## config.mk

```make
export PLATFORM = sky130hd
export DESIGN_NAME = templatized_alu_issue_queue
export DESIGN_NICKNAME = d
export VERILOG_FILES = /design/src/rtl/templatized_alu_issue_queue.sv
export SDC_FILE = /design/constraint.sdc
export NUM_CORES = 1
export LEC_CHECK = 0
export CAP_MARGIN = 40
export CELL_PAD_IN_SITES_DETAIL_PLACEMENT = 1
export CELL_PAD_IN_SITES_GLOBAL_PLACEMENT = 1
export CORE_ASPECT_RATIO = 2
export CORE_MARGIN = 2
export CORE_UTILIZATION = 34
export DETAILED_ROUTE_END_ITERATION = 8
export PLACE_DENSITY = 0.56
export SLEW_MARGIN = 30
export SYNTH_ARGS = -nofsm -noshare
export SYNTH_HDL_FRONTEND = slang
export SYNTH_SLANG_ARGS = --single-unit
```

## constraint.sdc

```tcl
create_clock -name clk -period 3.6 [get_ports clk]
set_clock_uncertainty 0.15 [all_clocks]
set_input_delay 0.36 -clock clk [delete_from_list [all_inputs] [get_ports clk]]
set_output_delay 0.36 -clock clk [all_outputs]
set_load 0.02 [all_outputs]
```

## src/rtl/templatized_alu_issue_queue.sv

```systemverilog
// DEPTH-entry FIFO that buffers ALU ops and drops op codes the control decoder cannot decode.
// Optional occupancy statistics are compiled in with `define TEMPLATIZED_ALU_ISSUE_STATS_EN.
module templatized_alu_issue_queue #(
    parameter int WIDTH = 32,
    parameter int DEPTH = 4
) (
    input  logic                       clk,
    input  logic                       rst_n,
    input  logic                       flush,
    input  logic                       in_valid,
    output logic                       in_ready,
    input  logic [3:0]                 in_op_code,
    input  logic [WIDTH-1:0]           in_a,
    input  logic [WIDTH-1:0]           in_b,
    output logic                       out_valid,
    input  logic                       out_ready,
    output logic [3:0]                 op_code,
    output logic [WIDTH-1:0]           out_a,
    output logic [WIDTH-1:0]           out_b,
    output logic [$clog2(DEPTH+1)-1:0] count,
    output logic                       illegal_op
`ifdef TEMPLATIZED_ALU_ISSUE_STATS_EN
    ,
    output logic [15:0]                issued_cnt,
    output logic [15:0]                stall_cnt
`endif
);

    localparam int PW = $clog2(DEPTH);
    localparam int CW = $clog2(DEPTH+1);
    localparam logic [3:0] OP_IDLE = 4'b0011;

    function automatic logic is_legal(input logic [3:0] op);
        case (op)
            4'd0, 4'd1, 4'd2, 4'd4, 4'd5, 4'd6, 4'd7, 4'd8, 4'd9: is_legal = 1'b1;
            default:                                             is_legal = 1'b0;
        endcase
    endfunction

    function automatic logic [15:0] sat_inc16(input logic [15:0] v);
        sat_inc16 = (v == 16'hFFFF) ? v : v + 16'd1;
    endfunction

    logic [3:0]       op_mem_q [DEPTH];
    logic [WIDTH-1:0] a_mem_q  [DEPTH];
    logic [WIDTH-1:0] b_mem_q  [DEPTH];

    logic [PW-1:0] wr_ptr_q, wr_ptr_d;
    logic [PW-1:0] rd_ptr_q, rd_ptr_d;
    logic [CW-1:0] count_q,  count_d;
    logic          illegal_q, illegal_d;

    logic push, push_legal, pop;

    // in_ready depends only on state and flush, never on out_ready
    assign in_ready   = (count_q != CW'(DEPTH)) && !flush;
    assign out_valid  = (count_q != '0);
    assign push       = in_valid && in_ready;
    assign push_legal = push && is_legal(in_op_code);
    assign pop        = out_valid && out_ready;

    assign op_code    = out_valid ? op_mem_q[rd_ptr_q] : OP_IDLE;
    assign out_a      = out_valid ? a_mem_q[rd_ptr_q]  : '0;
    assign out_b      = out_valid ? b_mem_q[rd_ptr_q]  : '0;
    assign count      = count_q;
    assign illegal_op = illegal_q;

    always_comb begin
        wr_ptr_d  = wr_ptr_q;
        rd_ptr_d  = rd_ptr_q;
        count_d   = count_q;
        illegal_d = 1'b0;
        if (flush) begin
            wr_ptr_d = '0;
            rd_ptr_d = '0;
            count_d  = '0;
        end else begin
            illegal_d = push && !push_legal;
            if (push_legal) wr_ptr_d = wr_ptr_q + PW'(1);
            if (pop)        rd_ptr_d = rd_ptr_q + PW'(1);
            case ({push_legal, pop})
                2'b10:   count_d = count_q + CW'(1);
                2'b01:   count_d = count_q - CW'(1);
                default: count_d = count_q;
            endcase
        end
    end

    always_ff @(posedge clk or negedge rst_n) begin
        if (!rst_n) begin
            wr_ptr_q  <= '0;
            rd_ptr_q  <= '0;
            count_q   <= '0;
            illegal_q <= 1'b0;
        end else begin
            wr_ptr_q  <= wr_ptr_d;
            rd_ptr_q  <= rd_ptr_d;
            count_q   <= count_d;
            illegal_q <= illegal_d;
        end
    end

    // Storage carries no reset; out_valid masks stale entries
    always_ff @(posedge clk) begin
        if (push_legal) begin
            op_mem_q[wr_ptr_q] <= in_op_code;
            a_mem_q[wr_ptr_q]  <= in_a;
            b_mem_q[wr_ptr_q]  <= in_b;
        end
    end

`ifdef TEMPLATIZED_ALU_ISSUE_STATS_EN
    logic [15:0] issued_q, issued_d;
    logic [15:0] stall_q,  stall_d;

    always_comb begin
        issued_d = issued_q;
        stall_d  = stall_q;
        if (flush) begin
            issued_d = '0;
            stall_d  = '0;
        end else begin
            if (pop)                     issued_d = sat_inc16(issued_q);
            if (out_valid && !out_ready) stall_d  = sat_inc16(stall_q);
        end
    end

    always_ff @(posedge clk or negedge rst_n) begin
        if (!rst_n) begin
            issued_q <= '0;
            stall_q  <= '0;
        end else begin
            issued_q <= issued_d;
            stall_q  <= stall_d;
        end
    end

    assign issued_cnt = issued_q;
    assign stall_cnt  = stall_q;
`endif

endmodule

```

==> flow_summary.json, run 1 <==
{
  "outcome": "completed",
  "cts_made_buffers": 25,
  "syn2layout_area_growth_pct": 27.78,
  "slew_headroom_pct": 62.05,
  "startpoint": "rd_ptr_q[0]",
  "clock_latency_ns": 0.53,
  "synth.area.top_cells": "edfxtp_1, mux4_2, and2_1",
  "routed_wl_um": 24610,
  "power_density_mw_per_mm2": 726.3,
  "cts_max_level": 1,
  "cp_data_required_time_ns": 3.09,
  "drt_iter0_markers": 235,
  "drcViolationCount": 0,
  "path_max_fanout": 14,
  "multi_input_area_mm2": 0.002303,
  "min_path_cells": 1,
  "nNetsFinal": 733,
  "worst_slack_ns": 0.3086,
  "cts.clk_slew.worst_paths_ns": 0.07,
  "fmax_mhz": 303.8,
  "use_met3_pct": 2.634,
  "wl_per_cell_um": 22.43,
  "start_kind": "register",
  "synthTopCellsByCount": "edfxtp_1, and2_1, mux4_2",
  "vdd_ir_drop_max_v": 0.0005248,
  "arrival_ns": 2.78,
  "ys_ff_latch": 280,
  "cts.sinks": 280,
  "antenna_found_initial": 3,
  "cts-resized-gates": 0,
  "syn_area_per_cell_um2": 22.28,
  "min_period_over_period_pct": 91.43,
  "min-delay-start": "in_a[8]",
  "r2r.worst_path.cells": 8,
  "top_usage_layer": "met2",
  "n_fill_cell": 2899,
  "cts_tree": "done",
  "drive_gt1_share_pct": 21.40,
  "final_cells": 1097,
  "use_met2_pct": 29.16,
  "vias": 5179,
  "start_util_pct": 34.31,
  "rsz0062_at_grt": "no",
  "first_pass_iters": 4,
  "async_reset_ff_share_pct": 2.857,
  "post-place-ws_ns": 0.5216,
  "min_period_ns": 3.291,
  "synth_top_area_cell": "edfxtp_1",
  "dpl.hpwl_um": 15870,
  "min_path_type": "in -> reg",
  "syn-num-nets": 562,
  "grt-ovfl-total": 0,
  "vias_per_cell": 4.721,
  "root_buffer": "clkbuf_16",
  "synth_cells": 484,
  "synth.most_common_cell": "edfxtp_1",
  "crit_type": "reg -> out",
  "p_leak_nw": 4.357,
  "dieHeight_um": 255.9,
  "synth_top_area_share_pct": 75.75,
  "synth.distinct_cells": 28,
  "grt_use_total_pct": 15.06,
  "grt_pass1_wl_um": 36920,
  "end_kind": "primary output",
  "cap_violations": 0,
  "gp_congestion": 0.7132,
  "hold_slack_ns": 0.3226,
  "fp-row-count": 92,
  "maxSlewViolCount": 0,
  "synth-edff-count": 272,
  "postRouteAntennaNets": 0,
  "clockBufferDepth": 3,
  "r2r_start": "count[0]",
  "die_w_um": 129.9,
  "ys_seq_area_share_pct": 77.61,
  "core_mm2": 0.03143,
  "setup_violations": 0,
  "hold_end": "a_mem_q[1][8]",
  "port_buffers": 146,
  "pin_count": 147,
  "post-place-cells": 1049,
  "die-area_mm2": 0.03324,
  "finalHoldViolations": 0,
  "final-seq-area_mm2": 0.008376,
  "synth_warnings": 0,
  "r2r_slack_ns": 0.90,
  "mappedNetlistArea_mm2": 0.01078,
  "worstReg2RegEnd": "count[2]",
  "synthFlopType": "edfxtp_1",
  "grt_pass1_vias": 6017,
  "worst_pin_slew_ns": 0.5693,
  "timing.setup.tns_ns": 0,
  "use_met1_pct": 15.92,
  "grt_max_degree": 46
}
==> flip-flops by register name, indices dropped and copies added (netlist names) <==
register / cells
op_mem_q: 16
wr_ptr_q: 2
illegal_op: 1
rd_ptr_q: 2
count: 3
a_mem_q: 128
b_mem_q: 128
==> timing repair <==
item	4_1_cts	5_1_grt
endpoints found under the hold margin	1	0
setup buffers	0	1
hold buffers	1	0
endpoints found under the setup margin	0	10
==> cell families after synthesis <==
family	after synthesis	share of synthesized area, %
buf+inv	27	1.126
simple gates	94	5.419
fa+ha+maj	5	0.6498
mux	73	14.72
compound gates	1	0.08124
flops	280	77.60
xor+xnor	4	0.3946
==> layout by cell type (no fill, tap or decap), types with 2 or more instances in the layout <==
cell type	instances
clkinv_2	8
clkbuf_1	3
clkinv_1	2
nand2b_1	2
clkdlybuf4s50_1	146
buf_12	8
and2_1	67
nor2_1	8
mux4_2	68
clkbuf_16	25
ha_1	4
edfxtp_1	272
or2_2	2
mux2i_1	3
dfrtp_4	2
clkinvlp_4	3
and2_4	4
dfrtp_1	6
bufinv_16	4
inv_1	2
buf_4	13
xor2_1	2
nor2b_1	4
==> cell type report <==
type                       instances  area share (%)
sequential                       280           60.79
tap                              423           3.841
clock inverter                    17           1.380
inverter                           3         0.08173
clock buffer                      28           4.622
antenna                            1         0.01816
multi-input combinational        177           16.72
timing repair buffer             168           12.55
==> worst max-delay path by stage <==
stage | to | slack (ns) | cells past startpoint
3_5_place_dp | count[2] | 0.52 | 9
6_report | out_b[6] | 0.31 | 4
3_3_place_gp | count[2] | 0.58 | 9
4_1_cts | out_b[23] | 0.03 | 4
2_1_floorplan | a_mem_q[1][0] | 0.33 | 4
5_1_grt | out_b[24] | 0.18 | 4
==> power by group <==
group,internal [mW],switching (mW)
Sequential,3.68,0.107
Combinational,1.75,1.75
Clock,1.56,1.16
==> through the flow <==
stage                     utilization (%)  power [mW]  cell area [um2]
final                               43.84       10.01            13780
after global routing                43.84       10.48            13780
after CTS                           43.77       10.18            13760
after detailed placement            41.11       7.419            12920
after global placement              41.11       7.369            12920
after floorplan                         -       5.755            10780
==> metal layers <==
layer | part of all wire (%) | vias to the layer above
li1 | - | 2292
met1 | 35 | 2720
met2 | 58 | 119
met3 | 4.1 | 44
met4 | 2.8 | 4
met5 | 0.11 | -
==> worst max-delay path: stages (launching register included) <==
cell and delay [ns]:
dfrtp_4 0.65, buf_4 0.33, mux4_2 0.55, and2_1 0.17, clkdlybuf4s50_1 0.54
No activity file was read; power rests on OpenSTA's default activity.
==> inputs of run 2 (changes only) <==
--- a/config.mk
+++ b/config.mk
@@ -7,12 +7,14 @@
 export LEC_CHECK = 0
 export CAP_MARGIN = 40
 export CELL_PAD_IN_SITES_DETAIL_PLACEMENT = 1
-export CELL_PAD_IN_SITES_GLOBAL_PLACEMENT = 1
+export CELL_PAD_IN_SITES_GLOBAL_PLACEMENT = 2
 export CORE_ASPECT_RATIO = 2
 export CORE_MARGIN = 2
 export CORE_UTILIZATION = 34
+export CTS_CLUSTER_DIAMETER = 120
+export CTS_CLUSTER_SIZE = 25
 export DETAILED_ROUTE_END_ITERATION = 8
-export PLACE_DENSITY = 0.56
+export PLACE_DENSITY = 0.62
 export SLEW_MARGIN = 30
 export SYNTH_ARGS = -nofsm -noshare
 export SYNTH_HDL_FRONTEND = slang
==> run 2 against run 1 <==
Global-route usage is 0.32 points lower. Wire length is 4.2% lower. Maximum frequency is 0.94% lower. Hold slack better by 0.014 ns. Highest routed layer unchanged.
==> flow_summary.json, run 2 (same netlist as run 1, synthesis figures left out) <==
{
  "outcome": "completed",
  "cts_made_buffers": 15,
  "end_kind": "primary output",
  "cap_violations": 0,
  "fp-row-count": 92,
  "first_pass_iters": 4,
  "pin_count": 147,
  "gp_congestion": 0.6997,
  "min_path_cells": 1,
  "min_period_over_period_pct": 92.30,
  "drive_gt1_share_pct": 17.88,
  "cts_max_level": 1,
  "slew_headroom_pct": 55.59,
  "core_mm2": 0.03143,
  "reg_top3": "a_mem_q: 128 flops, b_mem_q: 128 flops, op_mem_q: 16 flops",
  "drt_iter0_markers": 322,
  "setup_violations": 0,
  "cts.clk_slew.worst_paths_ns": 0.10,
  "finalHoldViolations": 0,
  "layout.cells.most_common": "edfxtp_1",
  "postCtsSetupBuffers": 0,
  "routed_wl_um": 23570,
  "min_path_type": "in -> reg",
  "maxSlewViolCount": 0,
  "worstReg2RegEnd": "count[2]",
  "crit_type": "reg -> out",
  "cp_num_buf_inv": 3,
  "timing.setup.tns_ns": 0,
  "min-delay-start": "in_a[3]",
  "path_max_fanout": 27,
  "start_kind": "register",
  "clock_latency_ns": 0.50,
  "post-place-ws_ns": 0.7409,
  "r2r_start": "count[0]",
  "arrival_ns": 2.81,
  "postRouteAntennaNets": 0,
  "port_buffers": 146,
  "start_util_pct": 34.31,
  "nNetsFinal": 717,
  "r2r.worst_path.cells": 8,
  "vdd_ir_drop_max_v": 0.0005035,
  "grt_max_degree": 69,
  "path_delay_family": "buffers and inverters",
  "cts_tree": "done",
  "grt_use_total_pct": 14.74,
  "clockBufferDepth": 3,
  "fmax_mhz": 301.0,
  "max_stage_delay_ns": 0.64,
  "worst_slack_ns": 0.2773,
  "n_fill_cell": 2938,
  "cts-resized-gates": 0,
  "crit_chain": "nor3_1 > inv_2 > buf_4 > and2_1 > clkdlybuf4s50_1",
  "multi_input_area_mm2": 0.002303,
  "vias_per_cell": 4.808,
  "cts.sinks": 280,
  "min_period_ns": 3.323,
  "syn2layout_area_growth_pct": 23.60,
  "rsz0062_at_grt": "no",
  "wl_per_cell_um": 22.07,
  "vias": 5135,
  "die_w_um": 129.9,
  "worst_pin_slew_ns": 0.6661,
  "power_density_mw_per_mm2": 675.7,
  "layout_common_cells": "edfxtp_1, clkdlybuf4s50_1, mux4_2",
  "antenna_found_initial": 4,
  "p_leak_nw": 4.126,
  "crit_slowest_cell": "clkdlybuf4s50_1",
  "dpl.hpwl_um": 15050,
  "drcViolationCount": 0,
  "cp_data_required_time_ns": 3.09,
  "grt-ovfl-total": 0,
  "final-seq-area_mm2": 0.008376,
  "grt_pass1_vias": 5954,
  "grt_pass1_wl_um": 36250,
  "ctsHoldBuffers": 1,
  "r2r_slack_ns": 0.87,
  "dieHeight_um": 255.9,
  "die-area_mm2": 0.03324,
  "hold_end": "a_mem_q[2][3]",
  "root_buffer": "clkbuf_16"
}
run 2: metrics by stage:
step	util, %	cell area [um2]	cells	power [mW]	hold slack [ns]
after floorplan	-	10780	484	5.755	-0.08559
after detailed placement	41.03	12890	1044	7.383	0.4419
after CTS	42.40	13320	1066	9.181	0.3162
after global placement	41.03	12890	1044	7.350	0.4193
after global routing	42.41	13330	1068	9.430	0.3321
final	42.41	13330	1068	9.006	0.3363
run 2: cell type report:
cell class	instances	area share (%)
sequential	280	62.84
multi-input combinational	177	17.28
timing repair buffer	162	12.64
tap	423	3.971
clock buffer	19	2.929
clock inverter	2	0.2159
inverter	3	0.08449
antenna	2	0.03755
run 2: worst max-delay path by stage:
stage | cells after the start | to | start | slack (ns)
2_1_floorplan | 4 | a_mem_q[1][0] | count[0] | 0.33
3_5_place_dp | 5 | out_b[31] | count[0] | 0.74
5_1_grt | 5 | out_b[31] | count[0] | 0.08
6_report | 5 | out_b[31] | count[0] | 0.28
3_3_place_gp | 5 | out_b[31] | count[0] | 0.75
4_1_cts | 5 | out_b[31] | count[0] | 0.15
run 2: worst reg2reg max path, delay by kind of cell (launching register included):
kind                       cells  cell delay, ns
DFF                            1            0.47
and+or+nand+nor                4            0.77
buffers and inverters          1            0.33
adders and majority gates      1            0.38
muxes                          2            0.52
run 2: layer usage:
| metal | track usage [%] | vias up | share of wire, % |
|---|---|---|---|
| met4 | 6.452 | 4 | 4.1 |
| met2 | 27.57 | 114 | 57 |
| li1 | - | 2245 | - |
| met1 | 16.09 | 2730 | 36 |
| met3 | 2.090 | 42 | 3.3 |
| met5 | 0 | - | 0.11 |
run 2: power breakdown:
| group | switching [mW] | internal [mW] |
|---|---|---|
| clock network | 0.999 | 0.790 |
| logic | 1.73 | 1.70 |
| registers | 0.115 | 3.67 |
==> inputs of run 3 (changes only) <==
--- a/config.mk
+++ b/config.mk
@@ -9,11 +9,12 @@
 export CELL_PAD_IN_SITES_DETAIL_PLACEMENT = 1
 export CELL_PAD_IN_SITES_GLOBAL_PLACEMENT = 2
 export CORE_ASPECT_RATIO = 2
-export CORE_MARGIN = 2
 export CORE_UTILIZATION = 34
+export CTS_BUF_LIST = sky130_fd_sc_hd__clkbuf_16
 export CTS_CLUSTER_DIAMETER = 120
 export CTS_CLUSTER_SIZE = 25
 export DETAILED_ROUTE_END_ITERATION = 8
+export GPL_TIMING_DRIVEN = 0
 export PLACE_DENSITY = 0.62
 export SLEW_MARGIN = 30
 export SYNTH_ARGS = -nofsm -noshare
==> run 3 against run 2 <==
First-iteration DRC count decreased by 16%. Clock power about the same. Sequential power decreased by 2%. Cell count increased by 0.37%. Count of clock-buffer cells in the layout decreased by 4. Global-route usage decreased by 0.15 points. Power decreased by 0.29%. Via count decreased by 1.3%. Maximum frequency increased by 0.54%. Critical path depth increased by 1. Design area decreased by 0.27%.
==> flow_summary.json, run 3 (same netlist as run 1, synthesis figures left out) <==
{
  "outcome": "completed",
  "start_util_pct": 34.82,
  "slew_headroom_pct": 51.72,
  "cts.sinks": 280,
  "maxSlewViolCount": 0,
  "total_power_mw": 8.980,
  "r2r_start": "count[0]",
  "p_leak_nw": 4.162,
  "crit_slowest_cell": "clkdlybuf4s50_1",
  "fp-row-count": 91,
  "nNetsFinal": 729,
  "timing.setup.tns_ns": 0,
  "antenna_cells": 0,
  "cts_tree": "done",
  "cp_data_required_time_ns": 3.09,
  "start_kind": "register",
  "worstReg2RegEnd": "b_mem_q[3][16]",
  "grt_pass1_wl_um": 34670,
  "worst_slack_ns": 0.2951,
  "worst_pin_slew_ns": 0.7242,
  "vias": 5066,
  "n_fill_cell": 2993,
  "routed_wl_um": 23010,
  "port_buffers": 146,
  "path_delay_family": "buffers and inverters",
  "max_stage_delay_ns": 0.62,
  "r2r.worst_path.cells": 5,
  "r2r_slack_ns": 1.09,
  "ctsHoldBuffers": 0,
  "cp_num_buf_inv": 4,
  "cts.clk_slew.worst_paths_ns": 0.10,
  "gp_congestion": 0.6648,
  "cts_made_buffers": 15,
  "cts_max_level": 1,
  "first_pass_iters": 4,
  "post-place-ws_ns": 0.2579,
  "setup_violations": 0,
  "multi_input_area_mm2": 0.002308,
  "vdd_ir_drop_max_v": 0.0003383,
  "grt_max_degree": 37,
  "die_w_um": 127.9,
  "antenna_found_initial": 0,
  "min_period_over_period_pct": 91.80,
  "core_mm2": 0.03097,
  "final_cells": 1072,
  "vias_per_cell": 4.726,
  "grt_pass1_vias": 5805,
  "dpl.hpwl_um": 15190,
  "layout_common_cells": "edfxtp_1, clkdlybuf4s50_1, mux4_2",
  "root_buffer": "clkbuf_16",
  "finalHoldViolations": 0,
  "post-place-cells": 1052,
  "min_period_ns": 3.305,
  "crit_type": "reg -> out",
  "cap_violations": 0,
  "dieHeight_um": 253.9,
  "drcViolationCount": 0,
  "die-area_mm2": 0.03247,
  "postRouteAntennaNets": 0,
  "syn2layout_area_growth_pct": 23.27,
  "drt_iter0_markers": 272,
  "reg_top3": "a_mem_q: 128 flops, b_mem_q: 128 flops, op_mem_q: 16 flops",
  "path_common_cell": "clkbuf_2",
  "wl_per_cell_um": 21.46,
  "fmax_mhz": 302.6,
  "power_density_mw_per_mm2": 675.6,
  "grt-ovfl-total": 0,
  "end_kind": "primary output",
  "crit_chain": "nor3_2 > inv_1 > clkbuf_2 > clkbuf_2 > and2_1 > clkdlybuf4s50_1",
  "path_max_fanout": 10,
  "pin_count": 147,
  "clockBufferDepth": 3,
  "min_path_type": "in -> async",
  "clock_latency_ns": 0.49,
  "rsz0062_at_grt": "no",
  "arrival_ns": 2.79,
  "grt_use_total_pct": 14.59,
  "final-seq-area_mm2": 0.008368,
  "layout.cells.most_common": "edfxtp_1",
  "drive_gt1_share_pct": 17.58
}
[run 3: cell count changes in the layout (fill, tap and decap cells not counted), moves of 3 or more]
cell | before | now
buf_4 | 7 | 0
buf_12 | 8 | 2
clkbuf_1 | 4 | 10
inv_1 | 2 | 7
clkbuf_2 | 0 | 3
buf_2 | 0 | 10
[run 3: report_power, final]
part	total, mW	switching (mW)	internal (mW)
logic	3.50	1.80	1.70
registers	3.71	0.0445	3.67
clock network	1.76	0.989	0.773
total	8.98	2.84	6.14
[run 3: area by class of cell]
cell class / instances / area share (%)
Tap cell: 418 / 3.935
Timing Repair Buffer: 150 / 11.71
Buffer: 24 / 0.8566
Sequential cell: 280 / 62.96
Clock inverter: 5 / 0.2636
Multi-Input combinational cell: 177 / 17.37
Clock buffer: 15 / 2.824
Inverter: 3 / 0.08472
[run 3: metal layers]
metal  global-route usage, %  wire, um
met1                   15.93      8515
met2                   28.82     13420
met3                   1.705       670
met4                   4.303       397
met5                       0         0
[run 3: timing repair]
action	4_1_cts	5_1_grt
hold endpoints to repair	0	0
resized for setup	3	1
setup buffers	0	0
endpoints found under the setup margin	20	20
[run 3: per-stage QoR]
step | area, um2 | hold WS (ns) | util [%]
finish | 13290 | 0.0008260 | 42.92
global route | 13290 | 0.009134 | 42.92
CTS | 13290 | 0.002116 | 42.90
detailed placement | 12870 | 0.4537 | 41.56
global placement | 12770 | 0.4041 | 41.23
floorplan | 10780 | -0.08559 | -
[run 3: how the worst max path moves through the flow]
stage                        from        endpoint  cells past startpoint
CTS                      count[0]       out_b[15]                      6
detailed placement       count[0]       out_b[15]                      6
global route             count[0]        out_b[8]                      6
global placement    in_op_code[2]  b_mem_q[0][16]                      5
floorplan                count[0]   a_mem_q[1][0]                      4
finish                   count[0]        out_b[8]                      6
